$ cat config.mk
export PLATFORM = sky130hd
export DESIGN_NAME = spi_controller
export DESIGN_NICKNAME = d
export VERILOG_FILES = /design/src/rtl/spi_controller.sv
export SDC_FILE = /design/constraint.sdc
export NUM_CORES = 1
export LEC_CHECK = 0
export CAP_MARGIN = 15
export CELL_PAD_IN_SITES_DETAIL_PLACEMENT = 0
export CELL_PAD_IN_SITES_GLOBAL_PLACEMENT = 1
export CORE_UTILIZATION = 35
export DETAILED_ROUTE_END_ITERATION = 10
export PLACE_DENSITY_LB_ADDON = 0.1
export REMOVE_ABC_BUFFERS = 1
export SYNTH_ARGS = -nofsm -noshare
export SYNTH_HDL_FRONTEND = slang
export SYNTH_SLANG_ARGS = --single-unit
$ cat constraint.sdc
create_clock -name clk -period 3.6 [get_ports clk]
set_input_delay 0.36 -clock clk [delete_from_list [all_inputs] [get_ports clk]]
set_output_delay 0.36 -clock clk [all_outputs]
set_load 0.01 [all_outputs]
$ cat src/rtl/spi_controller.sv
// spi_controller: SPI mode-0 initiator that serialises 16-bit register frames MSB-first and captures CIPO on reads.
module spi_controller #(
    parameter int CLK_DIV  = 4,
    parameter int CS_SETUP = 2,
    parameter int CS_HOLD  = 2,
    parameter int CS_IDLE  = 4
) (
    input  logic       clk,
    input  logic       rst_n,
    input  logic       req_valid,
    output logic       req_ready,
    input  logic       req_rw,
    input  logic [6:0] req_addr,
    input  logic [7:0] req_wdata,
    output logic       busy,
    output logic       done,
    output logic [7:0] rdata,
    output logic       SCLK,
    output logic       COPI,
    output logic       nCS,
    input  logic       CIPO
);
    typedef enum logic [2:0] {IDLE, SETUP, SHIFT, HOLD, GAP} state_t;
    localparam logic [7:0] HALF_END  = 8'(CLK_DIV - 1);
    localparam logic [7:0] SETUP_END = 8'(CS_SETUP - 1);
    localparam logic [7:0] HOLD_END  = 8'(CS_HOLD - 1);
    localparam logic [7:0] GAP_END   = 8'(CS_IDLE - 1);
    state_t      state, state_d;
    logic [7:0]  cnt, cnt_d, rx, rx_d, rdata_d;
    logic [3:0]  bit_cnt, bit_cnt_d;
    logic [15:0] shreg, shreg_d;
    logic        sclk_d, copi_d, ncs_d, done_d;
    assign req_ready = state == IDLE;
    assign busy      = state != IDLE;
    always_comb begin
        state_d   = state;
        cnt_d     = cnt + 8'd1;
        bit_cnt_d = bit_cnt;
        shreg_d   = shreg;
        rx_d      = rx;
        rdata_d   = rdata;
        sclk_d    = SCLK;
        copi_d    = COPI;
        ncs_d     = nCS;
        done_d    = 1'b0;
        case (state)
            IDLE: begin
                cnt_d = '0;
                if (req_valid) begin
                    state_d = SETUP;
                    shreg_d = {req_rw, req_addr, req_wdata};
                    ncs_d   = 1'b0;
                    copi_d  = req_rw;
                end
            end
            SETUP: if (cnt == SETUP_END) begin
                state_d   = SHIFT;
                cnt_d     = '0;
                bit_cnt_d = 4'd15;
            end
            // cnt counts one SCLK half-period; SCLK's current level says which half ends
            SHIFT: if (cnt == HALF_END) begin
                cnt_d  = '0;
                sclk_d = ~SCLK;
                if (!SCLK) begin
                    if (!bit_cnt[3]) rx_d = {rx[6:0], CIPO};
                end else if (bit_cnt == 4'd0) begin
                    state_d = HOLD;
                end else begin
                    bit_cnt_d = bit_cnt - 4'd1;
                    shreg_d   = {shreg[14:0], 1'b0};
                    copi_d    = shreg[14];
                end
            end
            HOLD: if (cnt == HOLD_END) begin
                state_d = GAP;
                cnt_d   = '0;
                ncs_d   = 1'b1;
                copi_d  = 1'b0;
                done_d  = 1'b1;
                rdata_d = rx;
            end
            GAP: if (cnt == GAP_END) begin
                state_d = IDLE;
                cnt_d   = '0;
            end
            default: state_d = IDLE;
        endcase
    end
    always_ff @(posedge clk or negedge rst_n) begin
        if (!rst_n) begin
            state   <= IDLE;
            cnt     <= '0;
            bit_cnt <= '0;
            shreg   <= '0;
            rx      <= '0;
            rdata   <= '0;
            SCLK    <= 1'b0;
            COPI    <= 1'b0;
            nCS     <= 1'b1;
            done    <= 1'b0;
        end else begin
            state   <= state_d;
            cnt     <= cnt_d;
            bit_cnt <= bit_cnt_d;
            shreg   <= shreg_d;
            rx      <= rx_d;
            rdata   <= rdata_d;
            SCLK    <= sclk_d;
            COPI    <= copi_d;
            nCS     <= ncs_d;
            done    <= done_d;
        end
    end
endmodule
==> results of run 1 <==
flip-flops by register name (all words and copies together) (netlist names):
signal,count
state,3
rdata,8
COPI,1
nCS,1
shreg,15
rx,8
done,1
SCLK,1
bit_cnt,4
cnt,8
cell type report:
type | instances | share of cell area, %
clock buffers | 6 | 2.53
multi-input cells | 144 | 35.8
flip-flops and latches | 50 | 43.6
well taps | 77 | 3.35
repair buffers | 38 | 12.6
inverters | 6 | 0.784
clock inverters | 2 | 1.31
layout by cell type, fill, tap and decap left out, types with 5 or more instances in the layout:
master,netlist,routed
dfrtp_1,49,49
a21oi_1,32,32
clkdlybuf4s50_1,0,32
mux2_2,16,16
mux2i_1,14,14
nor2_1,11,11
nand2_1,9,9
nor3_1,8,8
inv_1,6,6
xnor2_1,6,6
nand3_1,5,5
clkbuf_8,0,5
buf_4,0,5
per-stage QoR:
| step | power (uW) | utilization, % | setup WS [ns] | hold WS [ns] |
|---|---|---|---|---|
| after global routing | 1030 | 44.7 | 0.720 | 0.165 |
| after CTS | 1010 | 44.7 | 0.903 | 0.141 |
| after detailed placement | 608 | 43.0 | 0.896 | 0.474 |
| after floorplan | 574 | - | -0.176 | 0.0644 |
| after global placement | 608 | 43.0 | 0.992 | 0.479 |
| final | 991 | 44.7 | 0.914 | 0.107 |
synth_stat cells, types with 3 or more instances:
master	instances	area (um2)
dfrtp_1	49	1230
a21oi_1	32	160
mux2_2	16	180
mux2i_1	14	140
nor2_1	11	41.3
nand2_1	9	33.8
nor3_1	8	40.0
inv_1	6	22.5
xnor2_1	6	52.6
buf_2	5	25.0
clkbuf_1	5	18.8
nand3_1	5	25.0
nand2b_1	4	25.0
nor4_1	4	25.0
ha_1	3	37.5
o21ai_0	3	15.0
metal layers:
layer / wire, um / GRT usage [%]
met2: 2240 / 23.4
met3: 135 / 2.87
met1: 2400 / 20.7
met4: 36 / 3.76
met5: 0 / 0
power by group through the flow:
stage | clock network, uW | logic [uW] | registers (uW)
floorplan | 0 | 0.982 | 573
global placement | 0 | 34.8 | 573
detailed placement | 0 | 34.6 | 573
CTS | 410 | 34.8 | 562
global route | 431 | 37.6 | 562
finish | 395 | 33.3 | 562
worst min-delay path by stage:
| stage | to | slack (ns) | cells past startpoint |
|---|---|---|---|
| CTS | SCLK | 0.14 | 1 |
| floorplan | COPI | 0.06 | 0 |
| finish | SCLK | 0.11 | 1 |
| detailed placement | SCLK | 0.47 | 1 |
| global route | SCLK | 0.17 | 1 |
| global placement | SCLK | 0.48 | 1 |
cells by family after synthesis:
| logic type | synth area share (%) |
|---|---|
| mux | 14.1 |
| buf+inv | 3.76 |
| xor+xnor | 2.97 |
| flops | 53.1 |
| simple gates | 12.7 |
| compound gates | 11.9 |
| fa+ha+maj | 1.59 |
==> summary.md, run 1 <==
| Metric | Value |
|---|---|
| Max Freq | 372 MHz |
| FF-to-FF End | shreg[0] |
| Storage cell area | around 0.0013 mm2 |
| Sink Count | 50 |
| Grt total ovfl | 0 |
| Post-DP HPWL | 3.28 mm |
| Die X | between 80 and 90 um |
| Fillers | 625 |
| Crit start category | flip-flop |
| Max VDD drop | 189 uV |
| Synth warn | 0 |
| Count of cell types in the netlist | between 40 and 50 |
| Worst-Skew Late Latency | around 0.30 ns |
| Max_cap viols | 0 |
| Starting Density | 36.7% |
| CTS tree | built |
| NumNets Final | between 200 and 300 |
| Final TNS setup | 0 ns |
| Ys async rst share | between 90% and 100% |
| Internal | 788 uW |
| Max_slew headroom | between 40 and 50% |
| Layout Cells excl Fill | about 320 |
| Site row count | 29 |
| Core area | between 0.006 and 0.007 mm2 |
| Iteration-0 DRC count of the detailed router | 73 |
| Vias | around 1700 |
| Vias in the first global route | 1736 |
| Leak | roughly 0.0014 uW |
| Crit path largest cell delay | slightly below 0.7 ns |
| P per Cell Area | about 340 mW/mm2 |
| Ratio of final minimum period to clock period | approximately three quarters |
| Setup CP Type | flip-flop to flip-flop |
| Layout area overhead | 21.8% |
| Sequential share of the synthesized area | a little over half |
| Area of the multi-input gates | about 0.0010 mm2 |
| Critical path depth | 5 |
| Reg power frac | 56.7% |
| Post-Place Cells | roughly 320 |
| CTS clk-pin slew, worst paths | around 0.10 ns |
| Psw | just over 200 uW |
| Die area | roughly 0.0071 mm2 |
| Slew Limit Fails | 0 |
| DR pass1 iterations | 7 |
| Postcts setup bufs | 0 |
| Share of layout cells above drive strength 1 | between 15 and 20% |
| # resized after CTS | 0 |
| CP Capture Point | shreg[0] |
| R2r setup slk | a little over 0.9 ns |
| Post-synth EDFFs | 0 |
| Hold bufs inserted after CTS | 0 |
| PortBufs | 33 |
| Top fanout value on the critical path | 15 |
| Status | complete, but fails checks |
| Tmin final | roughly 2.7 ns |
| DP Area | 0.00276 mm2 |
| Worst r2r path cells | 5 |
| Setup Skew | just over 0.01 ns |
| Slowest CP cell | and2_0 |
| Antenna-violating nets left | 0 |
| Seq cells post-synth | 50 |
| First-pass GRT wire length | approximately 8.4 mm |
| Sw Ratio | roughly a fifth |
| Clock share of power | around two fifths |
| WP buf/inv | 1 |
| Initial antenna violation count | 0 |
| Worst-Margin Slew | approximately 0.81 ns |
| Crit end category | flip-flop |
| I/O pin count | 34 |
| CTS buffer count | 5 |
| Final setup violating endpoints | 0 |
| DR WL/cell | approximately 15 um |
| RSZ-0062 raised after global routing | no |
| Crit path required time | 3.76 ns |
| Crit path cell chain | or4_4, o41ai_2, buf_4, and2_0, o21ai_0 |
| Failing checks | DRC |
| Combinational power share | 3.4% |
| Post-route cell area | between 0.002 and 0.003 mm2 |
| Clock Path Buffers | 2 |
| Die height | approximately 84 um |
| Top_reg_cell synth | dfrtp_1 |
| Largest net degree at the start of global routing | 34 |
| Critical Path AT | 2.84 ns |
| Reg2reg start | cnt[2] |
| Cells after synthesis | about 210 |
| Root buffer cell | clkbuf_8 |
| Hold Crit Class | input port to asynchronous set/reset pin |
| Synthesized area per cell | about 11 um2 |
| Post-Syn Area | between 0.002 and 0.0025 mm2 |
| DR DRC count | 4 |
| Gpl congestion | 0.744 |
| H-tree depth | 2 |
| WL final | around 4.8 mm |
| Fin. Hold Viols | 0 |
| # diodes | 0 |
| Delay-heaviest family, CP | simple AND/OR/NAND/NOR gates |
| Critical path startpoint | cnt[2] |
| GRT Total Usage | between 10 and 15% |
| Vias per inst | 5.19 |
No activity file was read; power rests on OpenSTA's default activity.
==> inputs of run 2 (changes only) <==
- clock period: 3.6 -> 2.8 ns (I/O delays scaled with it)
==> run 2 against run 1 <==
Compared with the run above: highest routed layer unchanged; largest cell class unchanged; register-to-register slack worse by 0.44 ns; the flow still finishes with violations (DRC); fmax up 15%; first-iteration DRC count down 12%; sequential share of layout area down 0.15 points; critical endpoint is now COPI.
==> summary.md, run 2 (synthesis gave the netlist of run 1 again) <==
| Metric | Value |
|---|---|
| Crit path cell chain | or4_4, or4_1, a221oi_2, mux2_1 |
| Slew Limit Fails | 0 (unchanged) |
| Clock Path Buffers | 2 (unchanged) |
| Sink Count | 50 (unchanged) |
| Max VDD drop | 243 uV (+29%) |
| DP Area | 0.00278 mm2 (+0.54%) |
| Crit start category | flip-flop |
| Die X | 84.1 um (unchanged) |
| PortBufs | 33 (unchanged) |
| Delay-heaviest family, CP | simple AND/OR/NAND/NOR gates |
| Vias in the first global route | 1727 (-0.52%) |
| Crit path required time | 2.99 ns (-0.77 ns) |
| Initial antenna violation count | 0 (unchanged) |
| Storage cell area | 0.00125 mm2 (unchanged) |
| Final setup violating endpoints | 0 (unchanged) |
| CTS tree | built |
| Postcts setup bufs | 0 (unchanged) |
| Largest net degree at the start of global routing | 51 (+50%) |
| CTS clk-pin slew, worst paths | 0.10 ns (about the same) |
| Die height | 84.1 um (unchanged) |
| Hold Crit Class | input port to asynchronous set/reset pin |
| H-tree depth | 2 (unchanged) |
| Vias per inst | 5.16 (-0.50%) |
| Worst slack, placed | 0.489 ns (-0.407 ns) |
| P per Cell Area | 426 mW/mm2 (+24%) |
| Vias | 1678 (+0.12%) |
| Grt total ovfl | 0 (unchanged) |
| Crit path largest cell delay | 0.62 ns (-0.06 ns) |
| Top fanout value on the critical path | 10 (-5) |
| Slowest CP cell | or4_4 |
| Layout area overhead | 22.2% |
| Core area | 0.00642 mm2 (unchanged) |
| RSZ-0062 raised after global routing | no |
| DR pass1 iterations | 7 (unchanged) |
| Critical Path AT | 2.52 ns (-0.32 ns) |
| Max_slew headroom | 57.3% (+12 points) |
| CTS buffer count | 5 (unchanged) |
| Tmin final | 2.33 ns (-0.358 ns) |
| Top reg by flops | shreg |
| Max_cap viols | 0 (unchanged) |
| Post-route cell area | 0.00288 mm2 (+0.35%) |
| # diodes | 0 (unchanged) |
| Post-DP HPWL | 3.18 mm (-3.3%) |
| Commonest non-fill, non-tap cell in the layout | dfrtp_1 |
| Root buffer cell | clkbuf_8 |
| Worst-Skew Late Latency | 0.30 ns (about the same) |
| First-pass GRT wire length | 8.51 mm (+1.5%) |
| Die area | 0.00707 mm2 (unchanged) |
| Gpl congestion | 0.744 (about the same) |
| Failing checks | DRC |
| I/O pin count | 34 (unchanged) |
| Fin util | 44.9% (+0.16 points) |
| Site row count | 29 (unchanged) |
| Status | complete, but fails checks |
| Setup ws final | 0.472 ns (-0.442 ns) |
| GRT Total Usage | 15.0% (+0.26 points) |
| Area of the multi-input gates | 0.00103 mm2 (unchanged) |
| WL final | 4.80 mm (-0.25%) |
| DR DRC count | 4 (unchanged) |
| Starting Density | 36.7% (unchanged) |
| Max reg flops | 15 (unchanged) |
| Hold bufs inserted after CTS | 0 (unchanged) |
| Iteration-0 DRC count of the detailed router | 64 (-12%) |
| Ratio of final minimum period to clock period | 83.1% (+8.5 points) |
| Commonest non-fill, non-tap cells in the layout | 49 x dfrtp_1, 32 x a21oi_1, 32 x clkdlybuf4s50_1 |
| Share of layout cells above drive strength 1 | 16.9% (+1.1 points) |
| Fillers | 614 (-1.8%) |
| Max Freq | 430 MHz (+15%) |
| Antenna-violating nets left | 0 (unchanged) |
| # resized after CTS | 0 (unchanged) |
| WP buf/inv | 0 (-1) |
| DR WL/cell | 14.8 um (-0.86%) |
| Hold_ws | 0.0719 ns (-0.0354 ns) |
| Leak | 0.00140 uW (+0.82%) |
| NumNets Final | 270 (+0.75%) |
| Fin. Hold Viols | 0 (unchanged) |
| Crit end category | flip-flop |
| Worst-Margin Slew | 0.641 ns (-0.173 ns) |
| Setup CP Type | flip-flop to flip-flop |
| Setup Skew | 0.0118 ns (+0.00174 ns) |
[run 2: changes by cell type in the layout (fill, tap and decap cells not counted)]
cell / before / now
buf_4: 5 / 7
clkbuf_1: 1 / 0
clkinv_4: 0 / 1
bufinv_16: 1 / 0
clkbuf_8: 5 / 7
clkinvlp_4: 1 / 0
[run 2: cell type report]
cell class,count,share of cell area [%]
clock buffer,7,3.34
tap,77,3.34
multi-input combinational,144,35.7
timing repair buffer,40,13.1
clock inverter,1,0.304
sequential,50,43.4
inverter,6,0.781
[run 2: metrics by stage]
| stage | instances | setup TNS (ns) | power, uW |
|---|---|---|---|
| 2_1_floorplan | 200 | -12.94 | 738 |
| 3_3_place_gp | 317 | 0 | 782 |
| 3_5_place_dp | 317 | 0 | 782 |
| 4_1_cts | 325 | 0 | 1250 |
| 5_1_grt | 325 | 0 | 1280 |
| 6_report | 325 | 0 | 1230 |
[run 2: layer usage]
layer | vias up | GRT usage (%) | share of wire (%) | routed length, um
met3 | 2 | 3.07 | 4.2 | 200
li1 | 827 | - | - | -
met2 | 26 | 23.2 | 46 | 2210
met1 | 823 | 21.1 | 49 | 2360
met4 | 0 | 4.70 | 0.56 | 27
met5 | - | 0 | 0 | 0
[run 2: final timing paths]
path	startpoint	to	slack [ns]	cells past startpoint
worst min-delay path	rst_n	state[1]	0.07	2
worst max-delay path	cnt[2]	COPI	0.47	4
worst min register to register	COPI	COPI	0.51	1
max in group asynchronous	rst_n	cnt[2]	2.28	2
min in group clk	COPI	COPI	0.51	1
worst max register to register	cnt[2]	COPI	0.47	4
[run 2: where the power goes]
group / internal, uW / total (uW) / switching [uW]
Clock: 227 / 463 / 236
Sequential: 722 / 723 / 0.595
Combinational: 24.2 / 42.8 / 18.6
Total: 973 / 1230 / 255
==> inputs of run 3 (changes only) <==
- clock period: 2.8 -> 2.2 ns (I/O delays scaled with it)
==> run 3 against run 2 <==
Compared with the run above: the run still ends with DRC left; global-route usage is 0.47 points higher; worst hold slack gained 0.28 ns; via count increased by 2.6%; critical path depth stayed put; critical path type unchanged; setup slack got worse by 0.38 ns; register-to-register slack got worse by 0.38 ns; first-iteration DRC count fell by 44%; die area stayed put; cell count is 4.6% higher; sequential share of layout area decreased by 2.1 points.
==> summary.md, run 3 (synthesis gave the netlist of run 1 again) <==
| Metric | Value |
|---|---|
| WP buf/inv | 0 (unchanged) |
| Critical Path AT | 2.30 ns (-0.22 ns) |
| Grt total ovfl | 0 (unchanged) |
| Total power | 1510 uW (+23%) |
| Commonest non-fill, non-tap cells in the layout | 49 x dfrtp_1, 32 x a21oi_1, 32 x clkdlybuf4s50_1 |
| Crit start category | flip-flop |
| Tmin final | 2.11 ns (-0.216 ns) |
| Share of layout cells above drive strength 1 | 22.1% (+5.1 points) |
| Vias | 1722 (+2.6%) |
| DR WL/cell | 14.8 um (about the same) |
| CTS clk-pin slew, worst paths | 0.09 ns (about the same) |
| Die height | 84.1 um (unchanged) |
| Layout area overhead | 28.3% |
| Sink Count | 50 (unchanged) |
| Ratio of final minimum period to clock period | 96.0% (+13 points) |
| Site row count | 29 (unchanged) |
| Status | complete, but fails checks |
| Worst r2r path cells | 4 (unchanged) |
| Fillers | 604 (-1.6%) |
| Starting Density | 36.7% (unchanged) |
| Final setup violating endpoints | 0 (unchanged) |
| Hold Crit Class | input port to asynchronous set/reset pin |
| Crit end category | flip-flop |
| Top reg by flops | shreg |
| CTS buffer count | 5 (unchanged) |
| Setup Skew | 0.0126 ns (+0.000771 ns) |
| R2r setup slk | 0.09 ns (-0.38 ns) |
| RSZ-0062 raised after global routing | no |
| Storage cell area | 0.00125 mm2 (unchanged) |
| Worst-Skew Late Latency | 0.30 ns (about the same) |
| Die area | 0.00707 mm2 (unchanged) |
| Initial antenna violation count | 0 (unchanged) |
| Iteration-0 DRC count of the detailed router | 36 (-44%) |
| Antenna-violating nets left | 0 (unchanged) |
| Slowest CP cell | or4_4 |
| Vias in the first global route | 1790 (+3.6%) |
| H-tree depth | 2 (unchanged) |
| Reg2reg start | cnt[2] |
| Root buffer cell | clkbuf_8 |
| Leak | 0.00147 uW (+5.6%) |
| Failing checks | DRC |
| Setup CP Type | flip-flop to flip-flop |
| Max_slew headroom | 57.4% (+0.15 points) |
| P per Cell Area | 498 mW/mm2 (+17%) |
| Fin. Hold Viols | 0 (unchanged) |
| GRT Total Usage | 15.5% (+0.47 points) |
| PortBufs | 33 (unchanged) |
| First-pass GRT wire length | 8.68 mm (+2.0%) |
| Max Freq | 473 MHz (+10%) |
| Largest net degree at the start of global routing | 22 (-57%) |
| Delay-heaviest family, CP | simple AND/OR/NAND/NOR gates |
| Final TNS setup | 0 ns (unchanged) |
| Crit path required time | 2.39 ns (-0.60 ns) |
| Core area | 0.00642 mm2 (unchanged) |
| Die X | 84.1 um (unchanged) |
| FF-to-FF End | COPI |
| Post-DP HPWL | 3.57 mm (+12%) |
| Critical path startpoint | cnt[2] |
| Area of the multi-input gates | 0.00105 mm2 (+2.2%) |
| Top fanout value on the critical path | 3 (-7) |
| Max VDD drop | 240 uV (-1.4%) |
| Crit path largest cell delay | 0.54 ns (-0.08 ns) |
| Gpl congestion | 0.707 (-5.0%) |
| Max reg flops | 15 (unchanged) |
| Commonest non-fill, non-tap cell in the layout | dfrtp_1 |
| Worst-Margin Slew | 0.639 ns (-0.00224 ns) |
| CTS tree | built |
| CP Capture Point | COPI |
| Vias per inst | 5.06 (-1.9%) |
| DR pass1 iterations | 7 (unchanged) |
| WL final | 5.02 mm (+4.5%) |
| Slew Limit Fails | 0 (unchanged) |
| Max_cap viols | 0 (unchanged) |
| # diodes | 0 (unchanged) |
| Crit path cell chain | or4_4, or3_2, a221oi_2, mux2_1 |
| DR DRC count | 4 (unchanged) |
| NumNets Final | 285 (+5.6%) |
| Clock Path Buffers | 2 (unchanged) |
| Critical path depth | 4 (unchanged) |
| I/O pin count | 34 (unchanged) |
-- run 3: how the worst min path moves through the flow --
| stage | to | startpoint | depth (start not counted) | slack [ns] |
|---|---|---|---|---|
| after floorplan | COPI | rst_n | 0 | -0.08 |
| after global placement | rdata[6] | rst_n | 1 | 0.15 |
| after detailed placement | rdata[6] | rst_n | 1 | 0.15 |
| after CTS | rdata[6] | rst_n | 2 | 0.36 |
| after global routing | shreg[9] | rst_n | 2 | 0.38 |
| final | shreg[8] | rst_n | 2 | 0.35 |
-- run 3: through the flow --
stage	cell area (um2)	setup slack, ns	util (%)	cells	hold slack (ns)
after floorplan	2290	-1.58	-	200	-0.0756
after global placement	2900	0.0425	45.2	330	0.153
after detailed placement	2900	0.00553	45.2	330	0.148
after CTS	3010	0.0671	46.9	340	0.361
after global routing	3030	0.0332	47.1	340	0.384
final	3030	0.0878	47.1	340	0.351
-- run 3: where the power goes --
part	internal, uW	leakage, uW	switching (uW)	total (uW)
registers	919	0.000660	0.553	920
clock network	225	0.0000452	306	531
logic	33.1	0.000769	24.3	57.5
-- run 3: layer usage --
layer  up-vias  part of all wire, %  track usage [%]
met1       828                   49             21.6
li1        860                    -                -
met5         -                    0                0
met4         0                  1.2             4.70
met2        27                   47             24.1
met3         7                  3.1             3.26
-- run 3: area by class of cell --
cell class                 instances  share of cell area [%]
clock buffer                       6                    2.40
timing repair buffer              55                    17.1
clock inverter                     2                   0.455
inverter                           6                   0.744
sequential                        50                    41.4
multi-input combinational        144                    34.8
tap                               77                    3.18
-- run 3: repair_timing --
| item | CTS | global route |
|---|---|---|
| buffers inserted | 1 | 0 |
| cloned | 0 | 0 |
| setup endpoints to repair | 1 | 20 |
| resized for setup | 1 | 4 |
| endpoints found under the hold margin | 12 | 0 |
| pin swaps | 2 | 0 |
| hold buffers | 1 | 0 |
